File: config.mk
export PLATFORM = sky130hd
export DESIGN_NAME = rd_ptr_empty_flat
export DESIGN_NICKNAME = d
export VERILOG_FILES = /design/src/rtl/rd_ptr_empty_if.sv /design/src/rtl/rd_ptr_empty.sv /design/src/flat_wrapper.sv
export SDC_FILE = /design/constraint.sdc
export NUM_CORES = 1
export LEC_CHECK = 0
export CORE_MARGIN = 5
export CORE_UTILIZATION = 36
export CTS_BUF_LIST = sky130_fd_sc_hd__clkbuf_8 sky130_fd_sc_hd__clkbuf_16
export DETAILED_ROUTE_END_ITERATION = 12
export PLACE_DENSITY_LB_ADDON = 0.15
export SYNTH_ARGS = -nofsm -noshare
export SYNTH_HDL_FRONTEND = slang
export SYNTH_SLANG_ARGS = --single-unit
File: constraint.sdc
create_clock -name RCLK -period 1.75 [get_ports RCLK]
set_input_delay 0.35 -clock RCLK [delete_from_list [all_inputs] [get_ports RCLK]]
set_output_delay 0.35 -clock RCLK [all_outputs]
set_load 0.03 [all_outputs]
File: src/rtl/rd_ptr_empty_if.sv
// Read-side FIFO control bundle: read request, synchronized write pointer,
// and the read pointer / address / status flags returned by rd_ptr_empty.
// slave  : the rd_ptr_empty controller.
// master : the logic that issues reads and observes the flags.
interface rd_ptr_empty_if #(
    parameter int ADDR_SIZE = 4
);
    logic                 RINC;
    logic [ADDR_SIZE:0]   RQ2_WPTR;
    logic [ADDR_SIZE:0]   RPTR;
    logic [ADDR_SIZE-1:0] RADDR;
    logic                 REMPTY;
    logic                 RAEMPTY;
    logic [ADDR_SIZE:0]   RCOUNT;
    logic                 RUNDERFLOW;

    modport master (
        output RINC, RQ2_WPTR,
        input  RPTR, RADDR, REMPTY, RAEMPTY, RCOUNT, RUNDERFLOW
    );

    modport slave (
        input  RINC, RQ2_WPTR,
        output RPTR, RADDR, REMPTY, RAEMPTY, RCOUNT, RUNDERFLOW
    );
endinterface

File: src/rtl/rd_ptr_empty.sv
// Read-domain pointer and empty-flag controller for the dual-clock FIFO.
// Keeps a binary read pointer (drives the memory read address) and its Gray
// image (sent to the write domain), and derives registered empty, almost-empty,
// occupancy and sticky underflow flags against the synchronized write pointer.
// Optional feature macro: RD_LEVEL_EN -- when defined, the Gray-to-binary
// write-pointer converter, occupancy subtractor and RCOUNT/RAEMPTY registers
// are built; when undefined, RCOUNT is tied to 0 and RAEMPTY mirrors REMPTY.
module rd_ptr_empty #(
    parameter int ADDR_SIZE     = 4,
    parameter int AEMPTY_THRESH = 2
) (
    input logic          RCLK,
    input logic          RRST,
    rd_ptr_empty_if.slave bus
);

    // Reject thresholds that cannot be represented by the occupancy count.
    if (AEMPTY_THRESH < 0 || AEMPTY_THRESH > (1 << ADDR_SIZE)) begin : g_bad_thresh
        $error("rd_ptr_empty: AEMPTY_THRESH out of range 0..2^ADDR_SIZE");
    end

    logic [ADDR_SIZE:0] rd_bin;
    logic [ADDR_SIZE:0] rd_binnext;
    logic [ADDR_SIZE:0] rd_graynext;
    logic [ADDR_SIZE:0] rptr_q;
    logic               rempty_q;
    logic               raempty_q;
    logic               runderflow_q;
    logic               accept;
    logic               rempty_next;
    logic               raempty_next;

    // Next read pointer in binary and Gray, plus the next empty decision.
    // NOTE: every always_comb output gets a value on every path (here by
    // straight-line assignment) so no latch can be inferred.
    always_comb begin
        accept      = bus.RINC & ~rempty_q;
        rd_binnext  = rd_bin + {{ADDR_SIZE{1'b0}}, accept};
        rd_graynext = (rd_binnext >> 1) ^ rd_binnext;
        // Full-width compare: the wrap bit separates empty from full.
        rempty_next = (rd_graynext == bus.RQ2_WPTR);
    end

`ifdef RD_LEVEL_EN
    localparam logic [ADDR_SIZE:0] AEMPTY_THRESH_W = AEMPTY_THRESH[ADDR_SIZE:0];

    logic [ADDR_SIZE:0] wbin;
    logic [ADDR_SIZE:0] rcount_next;
    logic [ADDR_SIZE:0] rcount_q;

    // Gray-to-binary of the synchronized write pointer, then next occupancy.
    always_comb begin
        wbin = '0;
        for (int i = 0; i <= ADDR_SIZE; i++) begin
            // Each binary bit is the XOR of its Gray bit and all bits above it.
            wbin[i] = ^(bus.RQ2_WPTR >> i);
        end
        rcount_next  = wbin - rd_binnext;
        raempty_next = (rcount_next <= AEMPTY_THRESH_W);
    end

    // Occupancy register; cleared to zero by reset.
    always_ff @(posedge RCLK) begin
        if (RRST) begin
            rcount_q <= '0;
        end else begin
            rcount_q <= rcount_next;
        end
    end

    assign bus.RCOUNT = rcount_q;
`else
    // Without level tracking, almost-empty degenerates to a copy of empty.
    always_comb begin
        raempty_next = rempty_next;
    end

    assign bus.RCOUNT = '0;
`endif

    // Pointer and flag state; reset has priority over any read request.
    // NOTE: sequential state uses non-blocking assignments only, so every
    // register samples the pre-edge values and ordering between blocks is moot.
    always_ff @(posedge RCLK) begin
        if (RRST) begin
            rd_bin       <= '0;
            rptr_q       <= '0;
            rempty_q     <= 1'b1;
            raempty_q    <= 1'b1;
            runderflow_q <= 1'b0;
        end else begin
            rd_bin       <= rd_binnext;
            rptr_q       <= rd_graynext;
            rempty_q     <= rempty_next;
            raempty_q    <= raempty_next;
            runderflow_q <= runderflow_q | (bus.RINC & rempty_q);
        end
    end

    assign bus.RPTR       = rptr_q;
    assign bus.RADDR      = rd_bin[ADDR_SIZE-1:0];
    assign bus.REMPTY     = rempty_q;
    assign bus.RAEMPTY    = raempty_q;
    assign bus.RUNDERFLOW = runderflow_q;

endmodule

File: src/flat_wrapper.sv
// flat-port wrapper written by rule: the top's interface ports become plain ports
module rd_ptr_empty_flat 
#(
    parameter int ADDR_SIZE     = 4,
    parameter int AEMPTY_THRESH = 2
)
  (RCLK, RRST, bus_RINC, bus_RQ2_WPTR, bus_RPTR, bus_RADDR, bus_REMPTY, bus_RAEMPTY, bus_RCOUNT, bus_RUNDERFLOW);
  rd_ptr_empty_if #(.ADDR_SIZE(ADDR_SIZE)) bus_i ();
  input logic RCLK;
  input logic RRST;
  input wire logic [$bits(bus_i.RINC)-1:0] bus_RINC;
  input wire logic [$bits(bus_i.RQ2_WPTR)-1:0] bus_RQ2_WPTR;
  output wire logic [$bits(bus_i.RPTR)-1:0] bus_RPTR;
  output wire logic [$bits(bus_i.RADDR)-1:0] bus_RADDR;
  output wire logic [$bits(bus_i.REMPTY)-1:0] bus_REMPTY;
  output wire logic [$bits(bus_i.RAEMPTY)-1:0] bus_RAEMPTY;
  output wire logic [$bits(bus_i.RCOUNT)-1:0] bus_RCOUNT;
  output wire logic [$bits(bus_i.RUNDERFLOW)-1:0] bus_RUNDERFLOW;
  assign bus_i.RINC = bus_RINC;
  assign bus_i.RQ2_WPTR = bus_RQ2_WPTR;
  assign bus_RPTR = bus_i.RPTR;
  assign bus_RADDR = bus_i.RADDR;
  assign bus_REMPTY = bus_i.REMPTY;
  assign bus_RAEMPTY = bus_i.RAEMPTY;
  assign bus_RCOUNT = bus_i.RCOUNT;
  assign bus_RUNDERFLOW = bus_i.RUNDERFLOW;
  rd_ptr_empty #(.ADDR_SIZE(ADDR_SIZE), .AEMPTY_THRESH(AEMPTY_THRESH)) u_core (.RCLK(RCLK), .RRST(RRST), .bus(bus_i));
endmodule
* Yosys cells after proc, flatten, opt, wreduce, memory -nomap -nowiden
Cells that the tools add are included.
** Word-level totals
- Word-level logic and storage cells :: 11
- Output and inout bits :: 17
- Bits in registers :: 12
- Input bits :: 8
** Cells by class
- Bitwise gates (word level) :: 5
- Add/subtract/negate cells :: 1
- Eq/ne operators :: 1
** Operator list (count)
- adder 5 x 1 -> 5 bit :: 1
- == test 5 bit :: 1
- XOR 4 x 5 -> 5 bit :: 1
- AND 1 bit :: 2
- inverter 1 bit :: 1
- OR 1 bit :: 1

* Logic depth before layout (Yosys ltp)
- Depth after elaboration :: 5
- Depth in mapped cells :: 8
- Mapped depth without buffers :: 8

* Worst setup path after synthesis
OpenSTA, ideal clock, no wires.
- Path kind :: reg2reg
- Start :: register u_core.rempty_q (netlist: u_core.bus.REMPTY)
- End :: register u_core.rempty_q (netlist: u_core.bus.REMPTY)
- Clock period less this slack :: 1.869 ns
- Path slack :: -0.119 ns
- Arrival time :: 1.752 ns
- Required time :: 1.634 ns
- Cell stages (with the launch flop) :: 8
- Cell sequence :: dfxtp_1 > nor2b_1 > ha_1 > ha_1 > xor2_2 > xnor2_1 > o21ai_1 > a41o_1
** Between the ends
- Word-level cells in the longest chain between the ends :: 5
** RTL lines
- start, declared :: RTL line rd_ptr_empty.sv:26 : logic rempty_q;
- start signal, assigned :: RTL line rd_ptr_empty.sv:94 : rempty_q <= rempty_next;
- inverter 1 bit :: RTL line rd_ptr_empty.sv:37 : accept = bus.RINC & ~rempty_q;
- AND 1 bit :: RTL line rd_ptr_empty.sv:37
- adder 5 x 1 -> 5 bit :: RTL line rd_ptr_empty.sv:38 : rd_binnext = rd_bin + {{ADDR_SIZE{1'b0}}, accept};
- XOR 4 x 5 -> 5 bit :: RTL line rd_ptr_empty.sv:39 : rd_graynext = (rd_binnext >> 1) ^ rd_binnext;
- == test 5 bit :: RTL line rd_ptr_empty.sv:41 : rempty_next = (rd_graynext == bus.RQ2_WPTR);
Every way passes these cells.
A chain may end at the register's enable or synchronous reset.

* Worst setup path in the final report
- Start :: input port bus_RINC
- End :: register u_core.rempty_q (netlist: u_core.bus.REMPTY)
** Between the ends
- Word-level cells in the longest chain between the ends :: 4
** RTL lines
- start, declared :: RTL line flat_wrapper.sv:11 : input wire logic [$bits(bus_i.RINC)-1:0] bus_RINC;
- AND 1 bit :: RTL line rd_ptr_empty.sv:37
- adder 5 x 1 -> 5 bit :: RTL line rd_ptr_empty.sv:38
- XOR 4 x 5 -> 5 bit :: RTL line rd_ptr_empty.sv:39
- == test 5 bit :: RTL line rd_ptr_empty.sv:41
Every way passes these cells.

==> flow_metrics.py <==
metrics = {
    "global_route": {
        "grt_pass1_wl_mm": 2.05,
        "grt_pass1_vias": 482,
        "grt_max_degree": 12,
        "overflow": 0,
        "grt_util_all_layers_pct": 10.7,
        "antenna_found_initial": 0,
    },
    "die": {
        "ios": 25,
        "dieArea_um2": 2510,
        "die_w_um": 50.1,
        "fp-row-count": 14,
        "coreArea_um2": 1520,
        "start_util_pct": 38.0,
        "die_h_um": 50.1,
    },
    "placed_design": {
        "place_congestion": 0.685,
        "dpl.cell_count": 99,
        "dp_hpwl_um": 859,
        "io_buffers": 19,
    },
    "timing": {
        "final.period_utilization_pct": 94.2,
        "period_needed_ns": 1.65,
        "fmax_ghz": 0.607,
        "slew_viol_final": 0,
        "rsz0062_at_grt": "false",
        "skew_ns": 0.000627,
        "finalSetupTns_ns": 0,
        "hold_viol": 0,
        "setup-violations-final": 0,
    },
    "cts": {
        "cts_buffers": 3,
        "cts-htree-levels": 1,
        "clockBufferDepth": 2,
        "cts_tree": "done",
        "clk-insertion-delay-late_ns": 0.23,
        "clk_pin_slew_worst_paths_ns": 0.05,
        "numClockSinks": 11,
        "clockRootBuffer": "clkbuf_8",
    },
    "detailed_routing": {
        "drt_iter0_drc": 4,
        "wl_per_cell_um": 11.3,
        "drc_errors": 0,
        "wl_mm": 1.16,
        "first_pass_iters": 3,
        "via_count": 445,
        "ant_nets": 0,
        "viasPerCell": 4.32,
    },
    "yosys": {
        "ys_ff_latch": 11,
        "synthCells": 60,
        "yosys_warnings": 0,
        "syn_avg_cell_area_um2": 9.66,
        "yosys.area.top_type_share_pct": 38.0,
        "syn_area_um2": 579,
        "synth.largest_area_cell": "dfxtp_1",
        "ys_top_cells_by_area": "dfxtp_1, xnor2_1, xor2_1",
        "yosysUniqueCellTypes": 19,
        "synth_seq_area_share_pct": 38.0,
    },
    "worst_setup_path": {
        "cp-end-kind": "flip-flop",
        "cp-start-kind": "input port",
        "worstSetupPathType": "input port to flip-flop",
        "cp_data_required_time_ns": 1.87,
        "critPathMaxFanout": 4,
        "r2r_slack_ns": 0.13,
        "worstPathArrival_ns": 1.77,
    },
    "cells_and_area": {
        "fin_util_pct": 58.9,
        "layout_common_cells": "clkdlybuf4s50_1, dfxtp_1, nor2_1",
        "fillers": 144,
        "mostFrequentLayoutCell": "clkdlybuf4s50_1",
        "syn_to_final_growth_pct": 54.9,
        "finalNetCount": 98,
        "drive_gt1_share_pct": 24.1,
        "finalNonFillerCells": 103,
        "n_antenna_cell": 0,
    },
    "outcome": {
        "status": "completed",
    },
    "power": {
        "vdd_ir_drop_max_v": 0.000677,
        "cellPowerDensity_nw_per_um2": 724,
        "p_leak_nw": 0.398,
    },
    "job": {
        "cap_violations": 0,
    },
    "worst_hold_path": {
        "worstHoldPathType": "flip-flop to flip-flop",
    },
}
==> per-stage QoR <==
| stage | setup WS [ns] | power, W | hold WS (ns) | cell area, um2 |
|---|---|---|---|---|
| 3_5_place_dp | -0.513 | 0.000400 | 0.459 | 813 |
| 5_1_grt | 0.0199 | 0.000690 | 0.506 | 897 |
| 6_report | 0.102 | 0.000649 | 0.466 | 897 |
| 2_1_floorplan | 0.0270 | 0.000358 | 0.414 | 599 |
| 4_1_cts | 0.00495 | 0.000657 | 0.471 | 892 |
| 3_3_place_gp | -0.499 | 0.000401 | 0.449 | 813 |
==> synthesized netlist by cell type <==
library cell,n
xnor2_1,7
inv_2,1
clkbuf_1,1
xor2_1,6
conb_1,1
a41o_1,1
nor2b_1,4
o31ai_4,1
ha_1,2
nand2_1,4
buf_4,6
a22oi_2,1
nor2_1,8
a21oi_1,1
o21ai_1,1
nor2b_4,1
dfxtp_1,11
nand3_1,2
xor2_2,1
==> power breakdown <==
group          switching (W)  leakage, nW  total, W  internal (W)
sequential        0.00000777       0.0901  0.000270      0.000262
clock              0.0000910       0.0269  0.000245      0.000154
combinational      0.0000712        0.281  0.000135     0.0000634
total               0.000170        0.398  0.000649      0.000479
==> metal layers <==
layer	part of all wire, %	GRT usage (%)	vias to the layer above
li1	-	-	232
met1	40	11.2	193
met2	49	16.3	18
met3	9.4	7.53	2
met4	1.3	4.80	0
met5	0	0	-
==> worst max-delay path: stages <==
cell and delay, ns:
dlygate4sd2_1 0.22, nor2b_4 0.17, ha_4 0.16, ha_4 0.17, nor2b_4 0.06, a22oi_2 0.16, o31ai_4 0.11, xnor2_1 0.13
a41o_1 0.24
==> area by class of cell <==
class / instances / area, um2 / share of cell area, %
sequential: 11 / 223 / 24.8
multi-input combinational: 45 / 357 / 39.7
tap: 16 / 20.0 / 2.23
inverter: 1 / 3.75 / 0.418
timing repair buffer: 26 / 249 / 27.8
clock buffer: 3 / 41.3 / 4.60
clock inverter: 1 / 3.75 / 0.418
==> cell families (layout without fill, tap and decap cells) <==
kind of cell | after synthesis | in the layout | synth area share [%]
simple gates | 19 | 19 | 16.2
xor+xnor | 14 | 14 | 22.5
flops | 11 | 11 | 38.0
buf+inv | 8 | 31 | 9.07
compound gates | 5 | 5 | 9.29
fa+ha+maj | 2 | 2 | 4.32
other cells | 1 | 5 | 0.647
==> timing repair <==
| item | in CTS | in global routing |
|---|---|---|
| setup buffers | 0 | 0 |
| hold endpoints to repair | 0 | 0 |
| pin swaps | 3 | 1 |
| hold buffers | 0 | 0 |
| resized for setup | 9 | 2 |
| endpoints found under the setup margin | 4 | 4 |
==> path summary, 6_finish.rpt <==
check	start	cells after the start	end
hold reg to reg	u_core.bus.RUNDERFLOW	2	u_core.bus.RUNDERFLOW
setup reg to reg	u_core.bus.REMPTY	8	u_core.bus.REMPTY
hold / removal	u_core.bus.RUNDERFLOW	2	u_core.bus.RUNDERFLOW
setup / recovery	bus_RINC	9	u_core.bus.REMPTY
==> sequential cells by signal, summed over array words and instances, names as in the netlist <==
| signal | count |
|---|---|
| u_core.bus.REMPTY | 1 |
| u_core.bus.RPTR | 5 |
| u_core.bus.RUNDERFLOW | 1 |
| u_core.rd_bin | 4 |
Note: power is estimated with default switching activity, not from simulation.
